[src/rtl/uart_loader_pkg.sv]
// Shared constants and state encoding for the UART word loader.
// Checksum state is only reachable when UART_LOADER_CHECKSUM_EN is defined.
package uart_loader_pkg;

    typedef enum logic [2:0] {
        ST_IDLE   = 3'd0,
        ST_LEN_HI = 3'd1,
        ST_LEN_LO = 3'd2,
        ST_DATA   = 3'd3,
        ST_CSUM   = 3'd4,
        ST_DONE   = 3'd5
    } state_t;

    localparam logic [7:0] SYNC_DEFAULT   = 8'hA5;
    localparam int         WORD_W         = 32;
    localparam int         BYTES_PER_WORD = 4;
    localparam int         PHASE_W        = $clog2(BYTES_PER_WORD);

    // States in which a frame is open and the idle timeout runs.
    function automatic logic in_frame(input state_t s);
        return (s == ST_LEN_HI) || (s == ST_LEN_LO) ||
               (s == ST_DATA)   || (s == ST_CSUM);
    endfunction

endpackage

[src/rtl/uart_word_packer.sv]
// Packs payload bytes MSB-first into 32-bit words.
// Emits a registered word_valid pulse aligned with the finished word.
module uart_word_packer
    import uart_loader_pkg::*;
(
    input  logic              clk,
    input  logic              rst,
    input  logic              clear_i,
    input  logic              byte_valid_i,
    input  logic [7:0]        byte_i,
    output logic              last_byte_o,
    output logic              word_valid_o,
    output logic [WORD_W-1:0] word_o
);

    logic [PHASE_W-1:0] phase_q, phase_d;
    logic [WORD_W-1:0]  shift_q, shift_d;
    logic               valid_q, valid_d;

    assign last_byte_o =
        byte_valid_i && (phase_q == PHASE_W'(BYTES_PER_WORD - 1));

    always_comb begin
        phase_d = phase_q;
        shift_d = shift_q;
        valid_d = last_byte_o;
        if (clear_i) begin
            phase_d = '0;
            shift_d = '0;
            valid_d = 1'b0;
        end else if (byte_valid_i) begin
            // Phase wraps to zero after the fourth byte of a word.
            phase_d = phase_q + 1'b1;
            shift_d = {shift_q[WORD_W-9:0], byte_i};
        end
    end

    always_ff @(posedge clk) begin
        if (rst) begin
            phase_q <= '0;
            shift_q <= '0;
            valid_q <= 1'b0;
        end else begin
            phase_q <= phase_d;
            shift_q <= shift_d;
            valid_q <= valid_d;
        end
    end

    assign word_valid_o = valid_q;
    assign word_o       = shift_q;

endmodule

[src/rtl/uart_word_loader.sv]
// Framed UART download into word memory; holds the core in reset until done.
// Define UART_LOADER_CHECKSUM_EN to require a trailing XOR checksum byte.
module uart_word_loader
    import uart_loader_pkg::*;
#(
    parameter int         ADDR_WIDTH     = 10,
    parameter int         BASE_ADDR      = 0,
    parameter int         TIMEOUT_CYCLES = 1000000,
    parameter logic [7:0] SYNC_BYTE      = SYNC_DEFAULT
) (
    input  logic                  clk,
    input  logic                  rst,
    input  logic [7:0]            input_axis_tdata,
    input  logic                  input_axis_tvalid,
    output logic                  input_axis_tready,
    output logic                  mem_we,
    output logic [ADDR_WIDTH-1:0] mem_addr,
    output logic [WORD_W-1:0]     mem_wdata,
    output logic                  busy,
    output logic                  done,
    output logic                  error,
    output logic                  proc_rst
);

    localparam logic [31:0] DEPTH = 32'd1 << ADDR_WIDTH;
    localparam int          TW    = $clog2(TIMEOUT_CYCLES + 1);
    localparam logic [TW-1:0] TMO_LAST = TW'(TIMEOUT_CYCLES - 1);

`ifdef UART_LOADER_CHECKSUM_EN
    localparam state_t ST_END = ST_CSUM;
`else
    localparam state_t ST_END = ST_DONE;
`endif

    state_t                state_q, state_d;
    logic [15:0]           len_q, len_d;
    logic [15:0]           index_q, index_d;
    logic [TW-1:0]         tmo_q, tmo_d;
    logic                  error_q, error_d;
    logic [ADDR_WIDTH-1:0] addr_q, addr_d;

    logic        acc;
    logic        frame_start;
    logic        timeout;
    logic        fail;
    logic        pk_valid;
    logic        last_byte;
    logic        last_word;
    logic        word_valid;
    logic [31:0] word;
    logic [15:0] len_w;

    assign acc   = input_axis_tvalid && !rst;
    assign len_w = {len_q[15:8], input_axis_tdata};

    assign frame_start = acc && (input_axis_tdata == SYNC_BYTE) &&
                         ((state_q == ST_IDLE) || (state_q == ST_DONE));

    assign timeout   = in_frame(state_q) && !acc && (tmo_q == TMO_LAST);
    assign pk_valid  = acc && (state_q == ST_DATA);
    assign last_word = last_byte && ((index_q + 16'd1) == len_q);

    uart_word_packer u_packer (
        .clk          (clk),
        .rst          (rst),
        .clear_i      (frame_start),
        .byte_valid_i (pk_valid),
        .byte_i       (input_axis_tdata),
        .last_byte_o  (last_byte),
        .word_valid_o (word_valid),
        .word_o       (word)
    );

`ifdef UART_LOADER_CHECKSUM_EN
    logic [7:0] csum_q, csum_d;

    always_comb begin
        csum_d = csum_q;
        if (frame_start) begin
            csum_d = '0;
        end else if (pk_valid) begin
            csum_d = csum_q ^ input_axis_tdata;
        end
    end

    always_ff @(posedge clk) begin
        if (rst) begin
            csum_q <= '0;
        end else begin
            csum_q <= csum_d;
        end
    end
`endif

    // State register.
    always_ff @(posedge clk) begin
        if (rst) begin
            state_q <= ST_IDLE;
        end else begin
            state_q <= state_d;
        end
    end

    // Next-state logic.
    always_comb begin
        state_d = state_q;
        fail    = 1'b0;
        if (timeout) begin
            state_d = ST_IDLE;
            fail    = 1'b1;
        end else if (acc) begin
            unique case (state_q)
                ST_IDLE, ST_DONE: begin
                    if (input_axis_tdata == SYNC_BYTE) begin
                        state_d = ST_LEN_HI;
                    end
                end
                ST_LEN_HI: state_d = ST_LEN_LO;
                ST_LEN_LO: begin
                    if ({16'd0, len_w} > DEPTH) begin
                        state_d = ST_IDLE;
                        fail    = 1'b1;
                    end else if (len_w == 16'd0) begin
                        state_d = ST_END;
                    end else begin
                        state_d = ST_DATA;
                    end
                end
                ST_DATA: begin
                    if (last_word) begin
                        state_d = ST_END;
                    end
                end
`ifdef UART_LOADER_CHECKSUM_EN
                ST_CSUM: begin
                    if (input_axis_tdata == csum_q) begin
                        state_d = ST_DONE;
                    end else begin
                        state_d = ST_IDLE;
                        fail    = 1'b1;
                    end
                end
`endif
                default: state_d = ST_IDLE;
            endcase
        end
    end

    // Output logic.
    always_comb begin
        busy     = in_frame(state_q);
        done     = (state_q == ST_DONE);
        proc_rst = (state_q != ST_DONE);
    end

    // Frame datapath: length, word index, write address, timeout, status.
    always_comb begin
        len_d   = len_q;
        index_d = index_q;
        addr_d  = addr_q;
        error_d = error_q;
        tmo_d   = (acc || !in_frame(state_q)) ? '0 : tmo_q + 1'b1;
        if (frame_start) begin
            len_d   = '0;
            index_d = '0;
            error_d = 1'b0;
        end else begin
            if (fail) begin
                error_d = 1'b1;
            end
            if (acc && (state_q == ST_LEN_HI)) begin
                len_d[15:8] = input_axis_tdata;
            end
            if (acc && (state_q == ST_LEN_LO)) begin
                len_d[7:0] = input_axis_tdata;
            end
            if (last_byte) begin
                addr_d  = ADDR_WIDTH'(BASE_ADDR) + ADDR_WIDTH'(index_q);
                index_d = index_q + 16'd1;
            end
        end
    end

    always_ff @(posedge clk) begin
        if (rst) begin
            len_q   <= '0;
            index_q <= '0;
            addr_q  <= ADDR_WIDTH'(BASE_ADDR);
            error_q <= 1'b0;
            tmo_q   <= '0;
        end else begin
            len_q   <= len_d;
            index_q <= index_d;
            addr_q  <= addr_d;
            error_q <= error_d;
            tmo_q   <= tmo_d;
        end
    end

    assign input_axis_tready = !rst;
    assign mem_we            = word_valid;
    assign mem_addr          = addr_q;
    assign mem_wdata         = word;
    assign error             = error_q;

endmodule

[config.mk]
export PLATFORM = sky130hd
export DESIGN_NAME = uart_word_loader
export DESIGN_NICKNAME = d
export VERILOG_FILES = /design/src/rtl/uart_loader_pkg.sv /design/src/rtl/uart_word_packer.sv /design/src/rtl/uart_word_loader.sv
export SDC_FILE = /design/constraint.sdc
export NUM_CORES = 1
export LEC_CHECK = 0
export BUFFER_PORTS_ARGS = -buffer_cell sky130_fd_sc_hd__buf_2
export CAP_MARGIN = 20
export CORE_MARGIN = 1.5
export CORE_UTILIZATION = 30
export DETAILED_ROUTE_END_ITERATION = 6
export PLACE_DENSITY = 0.46
export SLEW_MARGIN = 10
export SYNTH_ARGS = -nofsm -noshare
export SYNTH_HDL_FRONTEND = slang
export SYNTH_HIERARCHICAL = 1
export SYNTH_SLANG_ARGS = --single-unit
[constraint.sdc]
create_clock -name clk -period 5.1 [get_ports clk]
set_input_delay 0.51 -clock clk [delete_from_list [all_inputs] [get_ports clk]]
set_output_delay 0.51 -clock clk [all_outputs]
set_load 0.01 [all_outputs]
# == After elaboration in Yosys (flattened, before gate mapping) ==
# Index checks and enable logic that the tools add are counted.
# Widths: inputs -> output; s select.
# op_classes
addsub,3
n_lt_le_gt_ge,1
n_eq_ne,12
muxes,9
bitwise,1
reduce_logical,26
# ops
operator,count
$add 20x1->20 const B,1
$eq 20x20->1 const B,1
$add 16x1->16 const B,1
$eq 16x16->1,1
$gt 16x11->1 const B,1
$logic_not 16->1,1
$mux 3,4
$pmux 3 s4,1
$logic_and 1x1->1,10
$eq 8x8->1 const B,1
$reduce_or 2->1,4
$eq 3x2->1 const B,2
$eq 3x3->1 const B,2
$logic_or 1x1->1,5
$mux 1,4
$ne 2x2->1 const B,2
$eq 3x1->1 const B,1
$logic_not 1->1,3
$logic_not 3->1,1
$ne 3x3->1 const B,1
$reduce_and 3->1,1
$add 2x1->2 const B,1
$eq 2x2->1 const B,1
$reduce_and 2->1,1
$not 1->1,1
# word_totals
regBits,101
input_bits,11
out_inout_bits,48
word_cells,62

# == Logic depth before layout (Yosys ltp) ==
# Gate-level depths: netlist (run 1).
# logic_depth
depth_word,7
ltp_mapped,15
mapped_depth_nobuf,13

# == Cells and area by module ==
# The synthesis (run 1) kept the hierarchy.
# by_module_without_submodules
mod,instances,cells_per_inst,area_each_um2,seq_area_each_um2
uart_word_loader,1,413,3330.7,1321.3
uart_word_packer,1,116,1298.7,700.7

# == Least setup slack after synthesis (run 1) ==
# OpenSTA, ideal clock, no wires.
# synth_timing
path_kind,input to register
startpoint,input rst
endpoint,register state_q[1]
setup_ns,0.118
arrival_time_ns,2.533
t_required_ns,4.982
path_slack_ns,2.449
path_stages,15
path_buffers,2
path_cell_list,inv_1 > nand2_1 > nor2_1 > nand2_1 > nor2_1 > buf_6 > buf_6 > nand2_1 > inv_1 > and3_1 > o311a_1 > o221ai_1 > a2111oi_2 > a2111o_1 > a21oi_1
# synth_via
elab_chain_len,7
elab_cells_between_ends,11
cone_classes,eq/ne: 1; reduce/logical: 10
# synth_rtl
item,line,rtl
start: declaration,uart_word_loader.sv:12,"input logic rst,"
$logic_not 1->1,uart_word_loader.sv:53,assign acc = input_axis_tvalid && !rst;
$logic_and 1x1->1,uart_word_loader.sv:53,
$logic_and 1x1->1,uart_word_loader.sv:60,assign pk_valid = acc && (state_q == ST_DATA);
net pk_valid,uart_word_loader.sv:46,logic pk_valid;
$logic_and 1x1->1,uart_word_packer.sv:21,byte_valid_i && (phase_q == PHASE_W'(BYTES_PER_WORD - 1));
net last_byte,uart_word_loader.sv:47,logic last_byte;
$logic_and 1x1->1,uart_word_loader.sv:61,assign last_word = last_byte && ((index_q + 16'd1) == len_q);
$ne 2x2->1 (no line),--,
$reduce_and 3->1 (no line),--,
end signal: assignment,uart_word_loader.sv:100,state_q <= state_d;
end: declaration,uart_word_loader.sv:35,"state_t state_q, state_d;"
# The timed path passes the listed nets, and every way through them passes these cells.
# A chain may end at the register's enable or synchronous reset.

# == Worst setup path in the final report (run 1) ==
# Ends and elaborated chain as after synthesis.

==> results of run 1 <==
layer usage:
layer	wire, um	global-route usage, %	share of wire, %
met1	5400	19.3	49
met2	4980	22.2	45
met3	438	3.48	4.0
met4	136	4.68	1.2
met5	0	0	0
registers in the layout (all words and copies together), names as in the netlist:
signal and cells:
state_q 3, u_packer/phase_q 2, index_q 16, mem_addr 10, tmo_q 20, u_packer/word_o 32, u_packer/word_valid_o 1, error 1
len_q 16
power groups by stage:
stage               registers (mW)  logic, mW  clock network, mW
finish                       0.788     0.0257              0.686
global route                 0.788     0.0285              0.737
global placement             0.806     0.0254                  0
CTS                          0.788     0.0261              0.713
detailed placement           0.806     0.0260                  0
floorplan                    0.806     0.0161                  0
cell families after synthesis:
group / share of synthesized area, %
AND/OR/NAND/NOR: 23.6
AO/OA/AOI/OAI: 7.70
flip-flops: 43.7
buffers and inverters: 4.97
adder cells (fa/ha/maj): 0.811
multiplexers: 9.76
XOR/XNOR: 9.46
synthesized netlist by cell type, types with 8 or more instances:
cell type,count
a21oi_1,29
clkbuf_1,10
dfxtp_1,101
inv_1,9
mux2i_1,44
nand2_1,53
nand3_1,28
nand4_1,9
nor2_1,96
nor3_1,8
xnor2_1,25
xor2_1,25
worst max-delay path, cell delays in order:
cell and delay, ns:
buf_2 0.19, inv_1 0.13, nand2_1 0.11, nor2_1 0.18, nand2_1 0.14, nor2_4 0.11, nand2_1 0.07, inv_1 0.57
and3_1 0.27, o311a_1 0.16, o221ai_1 0.13, a2111oi_2 0.42, a2111o_1 0.21, a21oi_1 0.05
final cells by class:
class / instances / area, sq um / area share [%]
clock buffer: 10 / 239 / 4.52
clock inverter: 6 / 61.3 / 1.16
inverter: 10 / 37.5 / 0.709
multi-input combinational: 390 / 2380 / 45.1
sequential: 101 / 2020 / 38.2
tap: 188 / 235 / 4.44
timing repair buffer: 61 / 313 / 5.91
how the worst max path moves through the flow:
stage	from	depth (start not counted)	end	slack [ns]
2_1_floorplan	rst	15	state_q[1]$_SDFFE_PP0P_	2.45
3_3_place_gp	rst	14	state_q[1]$_SDFFE_PP0P_	1.89
3_5_place_dp	rst	14	state_q[1]$_SDFFE_PP0P_	1.75
4_1_cts	rst	14	state_q[1]$_SDFFE_PP0P_	2.10
5_1_grt	rst	14	state_q[2]$_SDFFE_PP0P_	1.70
6_report	rst	14	state_q[1]$_SDFFE_PP0P_	2.06
==> flow_metrics.tcl, run 1 <==
set metrics [dict create \
    outcome "finished clean" \
    power.density_nw_per_um2 283 \
    synth_edf_count 0 \
    avgSynthCellArea_sq_um 8.75 \
    r2r_start "state_q[2]$_SDFFE_PP0P_" \
    antenna_cells 0 \
    internal_power_mw 1.15 \
    drc 0 \
    clk_path_buf_depth 2 \
    fin_skew_ns 0.00986 \
    setup_viol 0 \
    postLayoutCellArea_sq_um 5290 \
    ir_drop_mv 0.153 \
    fin_crit_sh_pct 59.5 \
    netlist.area_leader.share_pct 43.7 \
    grt_usage_pct 14.2 \
    ant_nets 0 \
    fmax_mhz 329 \
    cts_root_buf "clkbuf_16" \
    place_area_sq_um 4990 \
    gp_congestion 0.880 \
    synth_seq_area_share_pct 43.7 \
    first_iter_violations 205 \
    switching_share_pct 23.2 \
    endpoint_kind "register" \
    crit_fanout 24 \
    syn_to_final_growth_pct 14.3 \
    min_to "len_q[14]$_SDFFE_PP0P_" \
    fillers 1558 \
    drive_gt1_share_pct 15.7 \
    io_pins 59 \
    die_h_um 127 \
    synth_top_flop_cell "dfxtp_1" \
    yosysWarnings 6 \
    final_util_pct 34.9 \
    finalCriticalPeriod_ns 3.04 \
    comb_power_share_pct 1.7 \
    layout_common_cells "dfxtp_1, nor2_1, buf_2, nand2_1, mux2i_1" \
    grt_max_degree 35 \
    reg2reg_depth 11 \
    fin_setup_tns_ns 0 \
    wirelength_um 11000 \
    die_w_um 127 \
    async_flop_share_pct 0 \
    crit_path_start_kind "primary input" \
    die-area_sq_um 16200 \
    arrival_ns 3.27 \
    required_ns 5.34 \
    post_cts_resized 0 \
    r2r_setup_slack_ns 2.22 \
    antenna_found_initial 0 \
    ys_ff_latch 101 \
    rows 45 \
    worst_slack_ns 2.06 \
    whs_ns 0.435 \
    clock_latency_ns 0.35 \
    cts.sinks 101 \
    hpwl_um 7850 \
    h-tree-depth 3 \
    core_area_sq_um 15100 \
    dp.cells 750 \
    rsz0062_at_grt "no" \
    min-delay-start "input_axis_tdata[6]" \
    synth_fp_nets 543 \
    cts_tree "yes" \
    post_cts_buffers 0 \
    final-instance-count-excl-fill 766 \
    firstDrtPassIters 4 \
    syn-cell-area_sq_um 4630 \
    vias_per_cell 4.86 \
    yosys.area.top_type "dfxtp_1" \
    dp_slack_ns 1.75 \
    finalHoldViolCount 0 \
    overflow 0 \
    r2r-end "state_q[1]$_SDFFE_PP0P_" \
    grt_pass1_vias 3556 \
    worst_pin_slew_ns 0.769 \
    yosys-top-cells-area "dfxtp_1, mux2i_1, nor2_1" \
    pwr-share-seq_pct 52.5 \
    power.total_mw 1.50 \
    wl_per_cell_um 14.3 \
    post_synth_num_cell_types 49 \
    hold_buffers 0 \
    final_common_cell "dfxtp_1" \
    dr_total_vias 3719 \
    max_cap_violations 0 \
    power_leakage_nw 1.90 \
    p_clk_share_pct 45.8 \
    relSlewSlack_pct 48.7 \
    syn_inst 529 \
    holdPathStages 3 \
    initial_core_util_pct 30.6 \
    numCtsBuffers 9 \
    port_buffers 58 \
    layout.nets 587 \
    min_path_type "primary input to register" \
    cts.clk_slew.worst_paths_ns 0.08 \
    p_sw_mw 0.348 \
    timing_worst_setup_path_type "primary input to register" \
    slew_viol_final 0 \
    grt_pass1_wl_um 18300 \
]
(Power assumes the default switching activity.)
==> run 2, diff against run 1 <==
- PLACE_DENSITY: 0.46 -> 0.48
- clock period: 5.1 -> 2.5 ns (I/O delays scaled with it)
==> run 2 against run 1 <==
  * Final cell count rose by 2.0%
  * Critical endpoint is now state_q[2]$_SDFFE_PP0P_
  * Non-clock buffer count rose by 15
  * Routed wire length fell by 1.7%
  * Design area rose by 2.8%
  * Clock skew fell by 0.00081 ns
  * Power rose by 110%
==> flow_metrics.tcl, run 2 (synthesis gave the netlist of run 1 again) <==
set metrics [dict create \
    hold_buffers 0 \
    cts_root_buf "clkbuf_16" \
    dr_total_vias 3755 \
    layout.nets 602 \
    ant_nets 0 \
    worst_slack_ns 0.296 \
    initial_core_util_pct 30.6 \
    dp.cells 765 \
    wl_per_cell_um 13.8 \
    final-instance-count-excl-fill 781 \
    fillers 1554 \
    crit_path_start_kind "register" \
    die_h_um 127 \
    max_cap_violations 0 \
    setup_viol 0 \
    clock_latency_ns 0.35 \
    firstDrtPassIters 4 \
    grt_usage_pct 14.3 \
    fin_setup_tns_ns 0 \
    gp_congestion 0.871 \
    multi_input_area_sq_um 2390 \
    largest_reg_flops 32 \
    grt_pass1_wl_um 18500 \
    finalHoldViolCount 0 \
    min_path_type "primary input to register" \
    antenna_cells 0 \
    cts.sinks 101 \
    first_iter_violations 201 \
    grt_max_degree 36 \
    syn_to_final_growth_pct 17.5 \
    timing_worst_setup_path_type "register to register" \
    clk_path_buf_depth 2 \
    met2_usage_pct 23.9 \
    outcome "finished clean" \
    layout_common_cells "dfxtp_1, nor2_1, buf_2, nand2_1, mux2i_1" \
    hpwl_um 7870 \
    power_leakage_nw 1.99 \
    rsz0062_at_grt "no" \
    final_common_cell "dfxtp_1" \
    finalCriticalPeriod_ns 2.20 \
    arrival_ns 2.48 \
    met3_usage_pct 3.43 \
    final_util_pct 35.9 \
    endpoint_kind "register" \
    worst_pin_slew_ns 0.640 \
    port_buffers 58 \
    die_w_um 127 \
    regArea_sq_um 2020 \
    cts_tree "yes" \
    r2r_setup_slack_ns 0.30 \
    fin_crit_sh_pct 88.2 \
    drc 0 \
    reg2reg_depth 8 \
    crit_fanout 6 \
    wirelength_um 10800 \
    h-tree-depth 3 \
    drive_gt1_share_pct 18.0 \
    fin_skew_ns 0.00906 \
    rows 45 \
    slew_viol_final 0 \
    relSlewSlack_pct 57.2 \
    grt_pass1_vias 3681 \
    grt-busiest-layer "met2" \
    r2r-end "state_q[2]$_SDFFE_PP0P_" \
    required_ns 2.78 \
    cts.clk_slew.worst_paths_ns 0.07 \
    vias_per_cell 4.81 \
    power.total_mw 3.15 \
    fmax_mhz 454 \
    io_pins 59 \
    die-area_sq_um 16200 \
    grtUsageMet1_pct 17.8 \
    ir_drop_mv 0.302 \
    r2r_start "index_q[0]$_SDFFE_PP0P_" \
    core_area_sq_um 15100 \
    min-delay-start "input_axis_tdata[3]" \
    holdPathStages 3 \
    numCtsBuffers 9 \
    antenna_found_initial 0 \
    min_to "len_q[11]$_SDFFE_PP0P_" \
    dp_slack_ns 0.156 \
    overflow 0 \
    power.density_nw_per_um2 579 \
]
-- run 2: final cells by class --
cell class	count	share of cell area (%)
inverters	10	0.690
clock buffers	10	4.39
multi-input cells	390	44.0
flip-flops and latches	101	37.2
well taps	188	4.32
clock inverters	6	1.43
repair buffers	76	8.05
-- run 2: per-stage QoR --
stage / hold slack, ns / instance area, sq um
after floorplan: 0.386 / 4630
after global placement: 0.443 / 5120
after CTS: 0.157 / 5430
final: 0.175 / 5440
after global routing: 0.191 / 5440
after detailed placement: 0.448 / 5120
-- run 2: worst max-delay path by stage --
stage / from / endpoint / slack [ns] / cells after the start
2_1_floorplan: state_q[2]$_SDFFE_PP0P_ / state_q[1]$_SDFFE_PP0P_ / 0.08 / 14
3_3_place_gp: rst / state_q[1]$_SDFFE_PP0P_ / 0.27 / 14
6_report: index_q[0]$_SDFFE_PP0P_ / state_q[2]$_SDFFE_PP0P_ / 0.30 / 8
5_1_grt: index_q[0]$_SDFFE_PP0P_ / state_q[2]$_SDFFE_PP0P_ / 0.04 / 8
4_1_cts: index_q[9]$_SDFFE_PP0P_ / state_q[2]$_SDFFE_PP0P_ / 0.21 / 7
3_5_place_dp: rst / state_q[1]$_SDFFE_PP0P_ / 0.16 / 14
-- run 2: power breakdown --
| part | switching [mW] | internal [mW] |
|---|---|---|
| registers | 0.000148 | 1.61 |
| logic | 0.0408 | 0.0181 |
| clock network | 0.661 | 0.824 |
| total | 0.702 | 2.45 |
-- run 2: what timing repair did --
item	4_1_cts	5_1_grt
buffers inserted	0	0
endpoints found under the setup margin	0	2
resized for setup	0	1
hold endpoints to repair	0	0
-- run 2: per-layer routing --
metal	wire length, um	part of all wire [%]	vias to the layer above
met2	5080	47	63
met5	0	0	-
met1	5090	47	1752
met3	424	3.9	15
met4	182	1.7	0
li1	-	-	1925
-- run 2: critical path: stages (launching register included) --
cell       delay [ns]
dfxtp_1          0.45
ha_1             0.27
nand3_1          0.15
or3_1            0.33
a21oi_1          0.14
nor3_1           0.08
a2111oi_2        0.42
a21oi_1          0.13
o22ai_1          0.17
